$ cat src/rtl/rat_pkg.sv
// Shared definitions for the RAT control slice.
// Holds the flow-control FSM state encoding, the 7-bit opcode constants
// decoded by rat_flow_ctrl, and the select codes for the program-counter
// source mux and the scratch RAM address mux.
package rat_pkg;

  typedef enum logic [1:0] {
    ST_INIT  = 2'd0,
    ST_FETCH = 2'd1,
    ST_EXEC  = 2'd2,
    ST_INTR  = 2'd3
  } state_t;

  // Opcodes as {instr[17:13], instr[1:0]}
  localparam logic [6:0] OP_BRN   = 7'b0010000;
  localparam logic [6:0] OP_CALL  = 7'b0010001;
  localparam logic [6:0] OP_BREQ  = 7'b0010010;
  localparam logic [6:0] OP_BRNE  = 7'b0010011;
  localparam logic [6:0] OP_BRCS  = 7'b0010100;
  localparam logic [6:0] OP_BRCC  = 7'b0010101;
  localparam logic [6:0] OP_RET   = 7'b0110010;
  localparam logic [6:0] OP_SEI   = 7'b0110100;
  localparam logic [6:0] OP_CLI   = 7'b0110101;
  localparam logic [6:0] OP_RETID = 7'b0110110;
  localparam logic [6:0] OP_RETIE = 7'b0110111;

  // Program-counter source select
  localparam logic [1:0] PC_SEL_IMM   = 2'd0;
  localparam logic [1:0] PC_SEL_STACK = 2'd1;
  localparam logic [1:0] PC_SEL_ISR   = 2'd2;
  localparam logic [1:0] PC_SEL_ZERO  = 2'd3;

  // Scratch RAM address select
  localparam logic [1:0] SCR_ADDR_SP    = 2'd2;
  localparam logic [1:0] SCR_ADDR_SP_M1 = 2'd3;

endpackage

$ cat src/rtl/rat_flow_ctrl.sv
// Program-flow control unit for the RAT CPU.
// Sequences INIT -> FETCH -> EXEC (-> INTR) and drives the program counter,
// stack pointer, scratch RAM and shadow-flag controls for branches,
// CALL/RET, interrupt enable/disable and interrupt entry.
// Ports:
//   CLK, RST                 clock, synchronous active-high reset
//   OPCODE_HI_5/OPCODE_LO_2  instruction bits [17:13] / [1:0], valid in EXEC
//   C_FLAG, Z_FLAG           carry / zero flags for conditional branches
//   INT                      level interrupt request
//   PC_*                     program counter reset / load / increment / source
//   SP_*                     stack pointer reset / increment / decrement
//   SCR_*                    scratch RAM write enable, address and data select
//   FLG_SHAD_LD, FLG_LD_SEL  save flags to shadow / restore flags from shadow
//   I_EN                     registered interrupt enable
module rat_flow_ctrl
  import rat_pkg::*;
#(
  parameter logic [1:0] ISR_SEL = 2'd2
) (
  input  logic       CLK,
  input  logic       RST,
  input  logic [4:0] OPCODE_HI_5,
  input  logic [1:0] OPCODE_LO_2,
  input  logic       C_FLAG,
  input  logic       Z_FLAG,
  input  logic       INT,
  output logic       PC_RST,
  output logic       PC_LD,
  output logic       PC_INC,
  output logic [1:0] PC_MUX_SEL,
  output logic       SP_RST,
  output logic       SP_INCR,
  output logic       SP_DECR,
  output logic       SCR_WE,
  output logic [1:0] SCR_ADDR_SEL,
  output logic       SCR_DATA_SEL,
  output logic       FLG_SHAD_LD,
  output logic       FLG_LD_SEL,
  output logic       I_EN
);

  state_t     state_q;
  state_t     state_next;
  logic       i_en_q;
  logic       i_en_next;
  logic [6:0] opcode;

  assign opcode = {OPCODE_HI_5, OPCODE_LO_2};
  assign I_EN   = i_en_q;

  // i_en_next is resolved before the transition so that SEI/RETIE can
  // vector immediately and CLI/RETID suppress an interrupt in the same EXEC.
  always_comb begin
    PC_RST       = 1'b0;
    PC_LD        = 1'b0;
    PC_INC       = 1'b0;
    PC_MUX_SEL   = PC_SEL_IMM;
    SP_RST       = 1'b0;
    SP_INCR      = 1'b0;
    SP_DECR      = 1'b0;
    SCR_WE       = 1'b0;
    SCR_ADDR_SEL = '0;
    SCR_DATA_SEL = 1'b0;
    FLG_SHAD_LD  = 1'b0;
    FLG_LD_SEL   = 1'b0;
    i_en_next    = i_en_q;
    state_next   = state_q;

    case (state_q)
      ST_INIT: begin
        PC_RST     = 1'b1;
        SP_RST     = 1'b1;
        state_next = ST_FETCH;
      end

      ST_FETCH: begin
        PC_INC     = 1'b1;
        state_next = ST_EXEC;
      end

      ST_EXEC: begin
        case (opcode)
          OP_BRN: begin
            PC_LD      = 1'b1;
            PC_MUX_SEL = PC_SEL_IMM;
          end
          OP_BREQ: PC_LD = Z_FLAG;
          OP_BRNE: PC_LD = ~Z_FLAG;
          OP_BRCS: PC_LD = C_FLAG;
          OP_BRCC: PC_LD = ~C_FLAG;
          OP_CALL: begin
            PC_LD        = 1'b1;
            PC_MUX_SEL   = PC_SEL_IMM;
            SP_DECR      = 1'b1;
            SCR_WE       = 1'b1;
            SCR_ADDR_SEL = SCR_ADDR_SP_M1;
            SCR_DATA_SEL = 1'b1;
          end
          OP_RET, OP_RETID, OP_RETIE: begin
            PC_LD        = 1'b1;
            PC_MUX_SEL   = PC_SEL_STACK;
            SP_INCR      = 1'b1;
            SCR_ADDR_SEL = SCR_ADDR_SP;
            FLG_LD_SEL   = (opcode != OP_RET);
            if (opcode == OP_RETID) i_en_next = 1'b0;
            if (opcode == OP_RETIE) i_en_next = 1'b1;
          end
          OP_SEI: i_en_next = 1'b1;
          OP_CLI: i_en_next = 1'b0;
          default: ;
        endcase
        state_next = (INT && i_en_next) ? ST_INTR : ST_FETCH;
      end

      ST_INTR: begin
        PC_LD        = 1'b1;
        PC_MUX_SEL   = ISR_SEL;
        SP_DECR      = 1'b1;
        SCR_WE       = 1'b1;
        SCR_ADDR_SEL = SCR_ADDR_SP_M1;
        SCR_DATA_SEL = 1'b1;
        FLG_SHAD_LD  = 1'b1;
        i_en_next    = 1'b0;
        state_next   = ST_FETCH;
      end

      default: state_next = ST_INIT;
    endcase
  end

  always_ff @(posedge CLK) begin
    if (RST) begin
      state_q <= ST_INIT;
      i_en_q  <= 1'b0;
    end else begin
      state_q <= state_next;
      i_en_q  <= i_en_next;
    end
  end

endmodule

$ cat config.mk
export PLATFORM = sky130hd
export DESIGN_NAME = rat_flow_ctrl
export DESIGN_NICKNAME = d
export VERILOG_FILES = /design/src/rtl/rat_pkg.sv /design/src/rtl/rat_flow_ctrl.sv
export SDC_FILE = /design/constraint.sdc
export NUM_CORES = 1
export LEC_CHECK = 0
export CAP_MARGIN = 20
export CORE_AREA = 4 4 41 43
export CTS_CLUSTER_SIZE = 30
export DETAILED_ROUTE_END_ITERATION = 8
export DIE_AREA = 0 0 45 47
export GPL_ROUTABILITY_DRIVEN = 1
export PLACE_DENSITY = 0.82
export SLEW_MARGIN = 20
export SYNTH_ARGS = -nofsm -noshare
export SYNTH_HDL_FRONTEND = slang
export SYNTH_SLANG_ARGS = --single-unit
$ cat constraint.sdc
create_clock -name CLK -period 2.25 [get_ports CLK]
set_input_delay 0.45 -clock CLK [delete_from_list [all_inputs] [get_ports CLK]]
set_output_delay 0.45 -clock CLK [all_outputs]
set_load 0.01 [all_outputs]
==> summary.md <==
| Metric | Value |
|---|---|
| DRC | `0` |
| Worst-path clk slew | `~40 ps` |
| Max-cap viol count | `0` |
| Synth area leader | `ha_1` |
| Final slew viol count | `0` |
| CTS Sinks | `3` |
| Tcrit/Tclk final | `0.974` |
| Final Wtd Congestion | `~0.80` |
| Drt via density | `just under 5` |
| Synthesized area | `between 400 and 500 µm²` |
| Status | `complete, no violations` |
| Max FO, Critical Path | `2` |
| Non-Filler Instances | `97` |
| Syn_area_per_cell | `8.58 µm²` |
| Initial DRT Pass Iterations | `4` |
| Total CTS buffers | `3` |
| Top-level I/O count | `27` |
| Die area | `2120 µm²` |
| Worst vdd ir | `around 0.24 mV` |
| # Post-CTS Setup Buffers | `0` |
| TritonCTS clock tree | `done` |
| Syn nets | `67` |
| Setup Viol. Count Final | `0` |
| Combinational group share of total power | `0.461` |
| RSZ-0062 raised after global routing | `false` |
| Min-Delay Path Class | `register to register` |
| Post-synthesis sequential area ratio | `0.140` |
| Pwr dens | `around 400 nW/µm²` |
| Cells after Synth | `50` |
| Number of synthesized flops with an enable pin | `0` |
| CTS Buffer Depth | `2` |
| Worst-Skew Late Latency | `about 240 ps` |
| Area grow syn2layout | `75.8%` |
| Root buffer cell | `clkbuf_4` |
| Largest net degree at the start of global routing | `8` |
| Gr usage total | `0.128` |
| Crit Path Class | `input port to primary output` |
| Chip width | `around 45 µm` |
| Switching share of power | `0.313` |
| Cts hold-fix bufs | `0` |
| Starting Density | `0.330` |
| Tmin final | `between 2000 and 2500 ps` |
| LEAKAGE | `approximately 0.38 nW` |
| Share of the synthesized area in the top cell type | `0.146` |
| DIE HEIGHT | `47 µm` |
| Global-route wire length before repair | `1.94 mm` |
| YS warnings | `0` |
| Final ANT Viol Nets | `0` |
| Ys flop type | `dfxtp_1` |
| Yosys reg bits | `3` |
| TNS Setup | `0 ps` |
| Inst Count DP | `93` |
| Final hold vios | `0` |
| FMAX | `approximately 0.46 GHz` |
| Top cells by count, synth | `buf_4, ha_1, dfxtp_1, nor2_1` |
| Htree depth | `1` |
| Total number of vias | `between 400 and 500` |
| Slew HR | `0.846` |
| Final worst setup slack | `between 50 and 60 ps` |
| Area contributors post-synth | `ha_1, dfxtp_1, buf_4` |
| Part of the power in registers | `0.209` |
| Row count | `13` |
| Yosys cell types | `33` |
| Final net count | `100` |
| Crit. End Element | `primary output` |
| WP data arrival | `around 1700 ps` |
| Min Hold Slack | `between 600 and 700 ps` |
| Initial drt markers | `4` |
| Initial antenna violation count | `0` |
| Critical Path Start Type | `input port` |
| Port-buffer cells | `26` |
| Number of diodes | `0` |
| CP required | `roughly 1800 ps` |
| HPWL after detailed placement | `909 µm` |
| Routed WL | `around 1.2 mm` |
| Setup slack at placement | `-311 ps` |
| Max Clock Skew | `between 1 and 1.5 ps` |
| Least-Margin Pin Slew | `about 230 ps` |
| Async set-or-reset flop fraction in the synthesized netlist | `0` |
| GR Overflow Total | `0` |
| Layout cells sized above 1 | `0.305` |
| Total power | `298 µW` |
| Wire per inst | `around 12 µm` |
| P_sw | `just over 90 µW` |
| Clock power share | `0.330` |
| Internal power | `a little over 200 µW` |
| Core area | `~1300 µm²` |
| Number of global-route vias before repair | `roughly 480` |
==> final timing paths <==
kind                   start  endpoint  slack, ps  cells after the start
hold / removal          I_EN      I_EN        620                      2
setup reg to reg  state_q[0]      I_EN        820                      6
setup / recovery      C_FLAG     PC_LD         60                      5
hold reg to reg         I_EN      I_EN        620                      2
==> cells in the final DEF, fill, tap and decap left out, types with 2 or more instances in the layout <==
master / netlist / layout
and4_2: 2 / 2
dfxtp_1: 3 / 3
buf_4: 5 / 9
inv_1: 2 / 2
a21oi_1: 2 / 2
clkbuf_4: 0 / 3
clkdlybuf4s50_1: 0 / 13
a21o_2: 2 / 2
nor2_1: 3 / 3
ha_1: 5 / 5
dlygate4sd2_1: 0 / 12
==> power groups by stage <==
stage | sequential, mW | clock, mW | combinational (mW)
after global routing | 0.0633 | 0.101 | 0.152
after floorplan | 0.0633 | 0 | 0.0701
after detailed placement | 0.0631 | 0 | 0.143
after CTS | 0.0623 | 0.101 | 0.138
final | 0.0625 | 0.0985 | 0.138
after global placement | 0.0632 | 0 | 0.140
==> area by class of cell <==
class,count,area [µm²]
tap,15,18.8
multi-input combinational,38,329
clock buffer,4,26.3
sequential,3,60.1
inverter,2,7.51
timing repair buffer,35,313
fill,137,547
==> layer usage <==
metal / vias to the layer above / wire length [µm] / track usage
li1: 240 / - / -
met4: 0 / 36 / 0.105
met3: 4 / 50 / 0.0115
met5: - / 0 / 0
met2: 16 / 628 / 0.220
met1: 214 / 481 / 0.143
==> critical path: stages <==
cell,delay [ps]
clkdlybuf4s50_1,420
and3_1,200
o31ai_2,220
a41o_2,220
clkdlybuf4s15_1,230
==> kinds of logic after synthesis <==
group / after synthesis / synth area share
mux: 1 / 0.0233
compound gates: 9 / 0.172
buf+inv: 9 / 0.143
flops: 3 / 0.140
fa+ha+maj: 5 / 0.146
xor+xnor: 1 / 0.0204
simple gates: 22 / 0.356
==> what timing repair did <==
action / in CTS / in global routing
pin swaps: 1 / 0
setup endpoints to repair: 9 / 3
resized for setup: 17 / 2
==> flip-flops by register name (all words and copies together) (netlist names) <==
name     flops
I_EN         1
state_q      2
==> per-stage QoR <==
stage	area, µm²	util
after floorplan	429	-
after global placement	722	0.555
after detailed placement	722	0.555
after CTS	749	0.576
after global routing	754	0.580
final	754	0.580
(Power assumes the default switching activity.)
